[src/rtl/booth_pkg.sv]
// Shared constants, Booth selection codes and sequencer states for the
// radix-4 partial-product sender.
package booth_pkg;

    localparam int WIDTH  = 32;
    localparam int PP_NUM = WIDTH / 2 + 1;
    localparam int PROD_W = 2 * WIDTH;
    localparam int EXT_W  = WIDTH + 2;
    localparam int IDX_W  = $clog2(PP_NUM);

    typedef enum logic [2:0] {
        ZERO,
        POS1,
        POS2,
        NEG1,
        NEG2
    } booth_sel_e;

    typedef enum logic [1:0] {
        IDLE,
        GEN,
        SEND,
        DONE
    } state_e;

    function automatic booth_sel_e booth_decode(input logic [2:0] trip);
        case (trip)
            3'b001, 3'b010: booth_decode = POS1;
            3'b011:         booth_decode = POS2;
            3'b100:         booth_decode = NEG2;
            3'b101, 3'b110: booth_decode = NEG1;
            default:        booth_decode = ZERO;
        endcase
    endfunction

endpackage

[src/rtl/booth_sel_row.sv]
// Turns one Booth selection and the extended multiplicand into an unshifted
// PROD_W-bit row; negation is a full two's complement, no separate neg bit.
module booth_sel_row
    import booth_pkg::*;
(
    input  booth_sel_e          sel,
    input  logic [EXT_W-1:0]    ext_x,
    output logic [PROD_W-1:0]   row
);

    logic [PROD_W-1:0] x_wide;

    always_comb begin
        x_wide = {{(PROD_W - EXT_W){ext_x[EXT_W-1]}}, ext_x};
        case (sel)
            POS1:    row = x_wide;
            POS2:    row = x_wide << 1;
            NEG1:    row = ~x_wide + 1'b1;
            NEG2:    row = ~(x_wide << 1) + 1'b1;
            default: row = '0;
        endcase
    end

endmodule

[src/rtl/booth_pp_sender.sv]
// Booth radix-4 partial-product sender: builds the row bank, exposes it as
// column vectors and holds it for the tree. BOOTH_PP_DUAL_EN decodes two rows per cycle.
//   state | meaning
//   IDLE  | waiting for start, operands latched on start
//   GEN   | writing rows, pp_idx is the next row to write
//   SEND  | swt_begin high, bank frozen until swt_end
//   DONE  | one-cycle done pulse
module booth_pp_sender
    import booth_pkg::*;
(
    input  logic                       clk,
    input  logic                       rst,
    input  logic                       start,
    input  logic                       is_signed,
    input  logic [WIDTH-1:0]           x,
    input  logic [WIDTH-1:0]           y,
    output logic                       busy,
    output logic                       done,
    output logic                       swt_begin,
    input  logic                       swt_end,
    output logic [PROD_W*PP_NUM-1:0]   pp_col
);

`ifdef BOOTH_PP_DUAL_EN
    localparam int STEP = 2;
`else
    localparam int STEP = 1;
`endif

    state_e                         state_q, state_d;
    logic [IDX_W-1:0]               pp_idx_q, pp_idx_d;
    logic [WIDTH-1:0]               x_q, x_d, y_q, y_d;
    logic                           sgn_q, sgn_d;
    logic                           swt_begin_q, swt_begin_d;
    logic [PP_NUM-1:0][PROD_W-1:0]  rows_q, rows_d;

    logic [EXT_W-1:0]   ext_x, ext_y;
    logic [EXT_W+2:0]   grp;
    booth_sel_e         sel_a;
    logic [PROD_W-1:0]  row_raw_a, row_a;

    assign ext_x = sgn_q ? {{2{x_q[WIDTH-1]}}, x_q} : {2'b00, x_q};
    assign ext_y = sgn_q ? {{2{y_q[WIDTH-1]}}, y_q} : {2'b00, y_q};
    // Two zero pad bits keep the odd-row slice in range when pp_idx is the last row.
    assign grp   = {2'b00, ext_y, 1'b0};

    assign sel_a = booth_decode(grp[{pp_idx_q, 1'b0} +: 3]);

    booth_sel_row u_row_a (
        .sel   (sel_a),
        .ext_x (ext_x),
        .row   (row_raw_a)
    );

    assign row_a = row_raw_a << {pp_idx_q, 1'b0};

`ifdef BOOTH_PP_DUAL_EN
    logic [IDX_W-1:0]   pp_idx_b;
    booth_sel_e         sel_b;
    logic [PROD_W-1:0]  row_raw_b, row_b;

    assign pp_idx_b = pp_idx_q + 1'b1;
    assign sel_b    = booth_decode(grp[{pp_idx_b, 1'b0} +: 3]);

    booth_sel_row u_row_b (
        .sel   (sel_b),
        .ext_x (ext_x),
        .row   (row_raw_b)
    );

    assign row_b = row_raw_b << {pp_idx_b, 1'b0};
`endif

    always_comb begin
        state_d     = state_q;
        pp_idx_d    = pp_idx_q;
        x_d         = x_q;
        y_d         = y_q;
        sgn_d       = sgn_q;
        swt_begin_d = swt_begin_q;
        rows_d      = rows_q;
        case (state_q)
            IDLE: begin
                if (start) begin
                    state_d  = GEN;
                    x_d      = x;
                    y_d      = y;
                    sgn_d    = is_signed;
                    pp_idx_d = '0;
                end
            end
            GEN: begin
                rows_d[pp_idx_q] = row_a;
`ifdef BOOTH_PP_DUAL_EN
                if (32'(pp_idx_b) < PP_NUM) begin
                    rows_d[pp_idx_b] = row_b;
                end
`endif
                if (32'(pp_idx_q) + STEP >= PP_NUM) begin
                    state_d     = SEND;
                    swt_begin_d = 1'b1;
                end else begin
                    pp_idx_d = pp_idx_q + IDX_W'(STEP);
                end
            end
            SEND: begin
                if (swt_end) begin
                    state_d     = DONE;
                    swt_begin_d = 1'b0;
                end
            end
            DONE: begin
                state_d = IDLE;
            end
            default: begin
                state_d = IDLE;
            end
        endcase
    end

    always_ff @(posedge clk) begin
        if (rst) begin
            state_q     <= IDLE;
            pp_idx_q    <= '0;
            x_q         <= '0;
            y_q         <= '0;
            sgn_q       <= 1'b0;
            swt_begin_q <= 1'b0;
            rows_q      <= '0;
        end else begin
            state_q     <= state_d;
            pp_idx_q    <= pp_idx_d;
            x_q         <= x_d;
            y_q         <= y_d;
            sgn_q       <= sgn_d;
            swt_begin_q <= swt_begin_d;
            rows_q      <= rows_d;
        end
    end

    for (genvar k = 0; k < PROD_W; k++) begin : g_col
        for (genvar i = 0; i < PP_NUM; i++) begin : g_bit
            assign pp_col[k*PP_NUM + i] = rows_q[i][k];
        end
    end

    assign busy      = (state_q != IDLE);
    assign done      = (state_q == DONE);
    assign swt_begin = swt_begin_q;

endmodule

[config.mk]
export PLATFORM = sky130hd
export DESIGN_NAME = booth_pp_sender
export DESIGN_NICKNAME = d
export VERILOG_FILES = /design/src/rtl/booth_pkg.sv /design/src/rtl/booth_sel_row.sv /design/src/rtl/booth_pp_sender.sv
export SDC_FILE = /design/constraint.sdc
export NUM_CORES = 2
export LEC_CHECK = 0
export BUFFER_PORTS_ARGS = -buffer_cell sky130_fd_sc_hd__buf_4
export CAP_MARGIN = 15
export CORE_AREA = 3 3 453 455
export DETAILED_ROUTE_END_ITERATION = 7
export DIE_AREA = 0 0 456 458
export GPL_TIMING_DRIVEN = 0
export MAX_ROUTING_LAYER = met4
export RECOVER_POWER = 100
export SLEW_MARGIN = 20
export SYNTH_ARGS = -nofsm -noshare
export SYNTH_HDL_FRONTEND = slang
export SYNTH_SLANG_ARGS = --single-unit
[constraint.sdc]
create_clock -name clk -period 5.3 [get_ports clk]
set_input_delay 0.265 -clock clk [delete_from_list [all_inputs] [get_ports clk]]
set_output_delay 0.265 -clock clk [all_outputs]
set_load 0.005 [all_outputs]
==> flow_summary.toml <==
[finish]
stdcell_area_mm2 = 0.0592
layout-drive-gt1-share = 0.194
final_nets = 6039
instances_no_fill = 8765
area.growth.synth_to_final_pct = 39.8
fill_cells = 21600

[detailed_routing]
viasPerCell = 4.97
wl_mm = 283
drc = 0
num_vias = 43600
drt-pass1-iter-count = 8
drt_iter0_drc = 4058
antenna_left = 0
wl_per_cell_um = 32.3

[grt]
grt_max_degree = 17
track_usage = 0.267
grt_pass1_vias = 41400
overflow = 0
antenna_found_initial = 27
grt_pass1_wl_mm = 370

[clocking]
clkSinkCount = 1161
cts_root_buffer = "clkbuf_16"
clockBufferDepth = 3
path_clk_slew_ps = 60
cts_tree = "built"
htreeDepth = 4
cts_buffers = 134
clkLatencyLatePin_ps = 840

[setup_path]
reg2reg_depth = 12
rr_endpoint = "pp_col[982]"
r2r_slack_ps = 40
r2r_start = "pp_idx_q[1]"
crit_type = "flop to flop"
cp.required_ps = 6040
worstPathArrival_ps = 6000
crit_path_max_fanout = 11
worstSetupStartpointType = "flop"
cp-end-kind = "flop"

[die]
initial_core_util = 0.210
die_x_um = 456
die_area_mm2 = 0.209
io_pins = 1160
die-height_um = 458
coreArea_mm2 = 0.202
num_rows = 165

[logic_synthesis]
synth_edf_count = 0
synth_mux_area_frac = 0.0248
synth_compound_area_frac = 0.181
syn-cell-area_mm2 = 0.0424
yosys.area_share.simple = 0.196
synth_commonest_cells = "1161 x dfxtp_1, 476 x nor2_1, 475 x nand2_1"
synth-xor-area-share = 0.00558
synth_cell_types = 89
avgSynthCellArea_um2 = 9.34
synth_flop_cell = "dfxtp_1"
synth_top_area_share = 0.549
synth_top_family_by_area = "simple AND/OR/NAND/NOR gates"
ys_top_cells_by_area = "dfxtp_1 55%, nor2_1 4.2%, nand2_1 4.2%"
synth_cells = 4536
ys_ff_latch = 1161
synth_adder_area_share = 0.00295
synthesis.nets = 4615
ys.warnings.count = 0
yosysMostFrequentCell = "dfxtp_1"
synth_seq_area_share = 0.549
async_flop_share = 0
yosys.area.top_type = "dfxtp_1"

[timing]
worst_slew_pin_slew_ps = 1480
max_freq_mhz = 190
hold_violations = 0
relSlewSlack = 0.00980
rsz0062_at_grt = "no"
finalSetupViolCount = 0
finClkSkew_ps = 79.5
drv_slew = 0
min_period_ps = 5260
period_share = 0.992
layout_setup_ws_ps = 42.0

[placement]
gp_congestion = 1.02
dp_slack_ps = -2540
placedInstanceArea_mm2 = 0.0553
place_hpwl_mm = 226
io_buffers = 1158
placed_cells = 8399

[min_path]
min_path_type = "primary input to flop"
hold_start = "y[20]"
hold_depth = 4
whs_endpoint = "y_q[20]"

[power]
report.power.total_w = 0.0260
powerDensity_mw_per_mm2 = 439
ir_drop_mv = 0.348
p_leak_nw = 21.4

[run_status]
outcome = "finished with violations"
violations = "capacitance limit"

[flow_run]
cap_violations = 1
## kinds of logic (layout without fill, tap and decap cells)
group / count (synthesis) / in the layout
buffers and inverters: 422 / 1954
flip-flops: 1161 / 1161
XOR/XNOR: 27 / 27
multiplexers: 69 / 69
AO/OA/AOI/OAI: 1158 / 1158
other: 0 / 25
AND/OR/NAND/NOR: 1689 / 1689
adder cells (fa/ha/maj): 10 / 10
## final cells by class
cell class              count  area (um2)  area share
diodes                     25        62.6     0.00106
clock buffers             174        3620      0.0612
clock inverters            70        1100      0.0185
repair buffers           1292        8100       0.137
multi-input cells        2953       17900       0.303
inverters                  13        48.8    0.000824
flip-flops and latches   1161       23200       0.392
plain buffers             405        1790      0.0303
well taps                2672        3340      0.0564
## registers in the layout, indices dropped and copies added (netlist names)
| name | count |
|---|---|
| pp_col | 1088 |
| pp_idx_q | 5 |
| sgn_q | 1 |
| state_q | 2 |
| swt_begin | 1 |
| x_q | 32 |
| y_q | 32 |
## critical path, cell delays in order, from the launching register on
cell             delay [ps]
dfxtp_1                 340
buf_4                   190
clkbuf_2                290
inv_1                   300
clkdlybuf4s15_2         510
clkbuf_4                420
clkbuf_4                400
ha_1                    410
nand2_1                 330
nor2_2                  710
clkbuf_1                800
nor2_1                  130
a211oi_1                280
## layout by cell type, fill, tap and decap left out, drive strengths merged, types with 16 or more instances in the layout
cell,n
a311oi,17
buf,175
o21a,136
nand2,475
nand3b,196
nand4,16
a211oi,231
a22o,17
nand3,52
and2,237
clkinv,34
or2,17
dlygate4sd3,77
clkbuf,1618
a21oi,304
o21ai,216
nor3,115
inv,24
a2111oi,24
nor4,24
or3,25
o31ai,30
nor2,479
xnor2,21
a221oi,20
mux2i,29
dfxtp,1161
o211ai,23
a31oi,20
bufinv,16
a22oi,28
diode,25
mux4,27
## metal layers
metal  global-route usage  up-vias  share of wire
met5                    -        -              0
met4                0.183        0          0.087
li1                     -    18800              -
met3               0.0644      685          0.083
met1                0.294    21600           0.37
met2                0.428     2485           0.46
## power breakdown
| part | internal [W] | total [W] | switching, W |
|---|---|---|---|
| clock network | 0.00573 | 0.00994 | 0.00421 |
| logic | 0.00177 | 0.00678 | 0.00501 |
| registers | 0.00906 | 0.00930 | 0.000248 |
| total | 0.0166 | 0.0260 | 0.00947 |
## how the worst max path moves through the flow
stage	startpoint	endpoint	slack, ps	depth (start not counted)
global placement	pp_idx_q[0]	pp_col[996]	-2710	14
finish	pp_idx_q[1]	pp_col[982]	40	12
detailed placement	pp_idx_q[1]	pp_col[994]	-2540	14
floorplan	pp_idx_q[0]	pp_col[718]	1260	14
CTS	pp_idx_q[1]	pp_col[256]	-30	15
global route	sgn_q	pp_col[701]	3	14
## per-stage QoR
stage	hold slack, ps	util	setup TNS, ps
after CTS	199	0.303	-29.5
final	255	0.294	0
after floorplan	401	-	0
after detailed placement	444	0.274	-915970
after global routing	233	0.294	0
after global placement	439	0.270	-1248440
## what timing repair did
item,4_1_cts,5_1_grt
gates resized for setup,107,43
endpoints found under the hold margin,67,0
buffers inserted,15,7
pin swaps,8,5
endpoints found under the setup margin,961,413
hold buffers,77,0
Note: power is estimated with default switching activity, not from simulation.
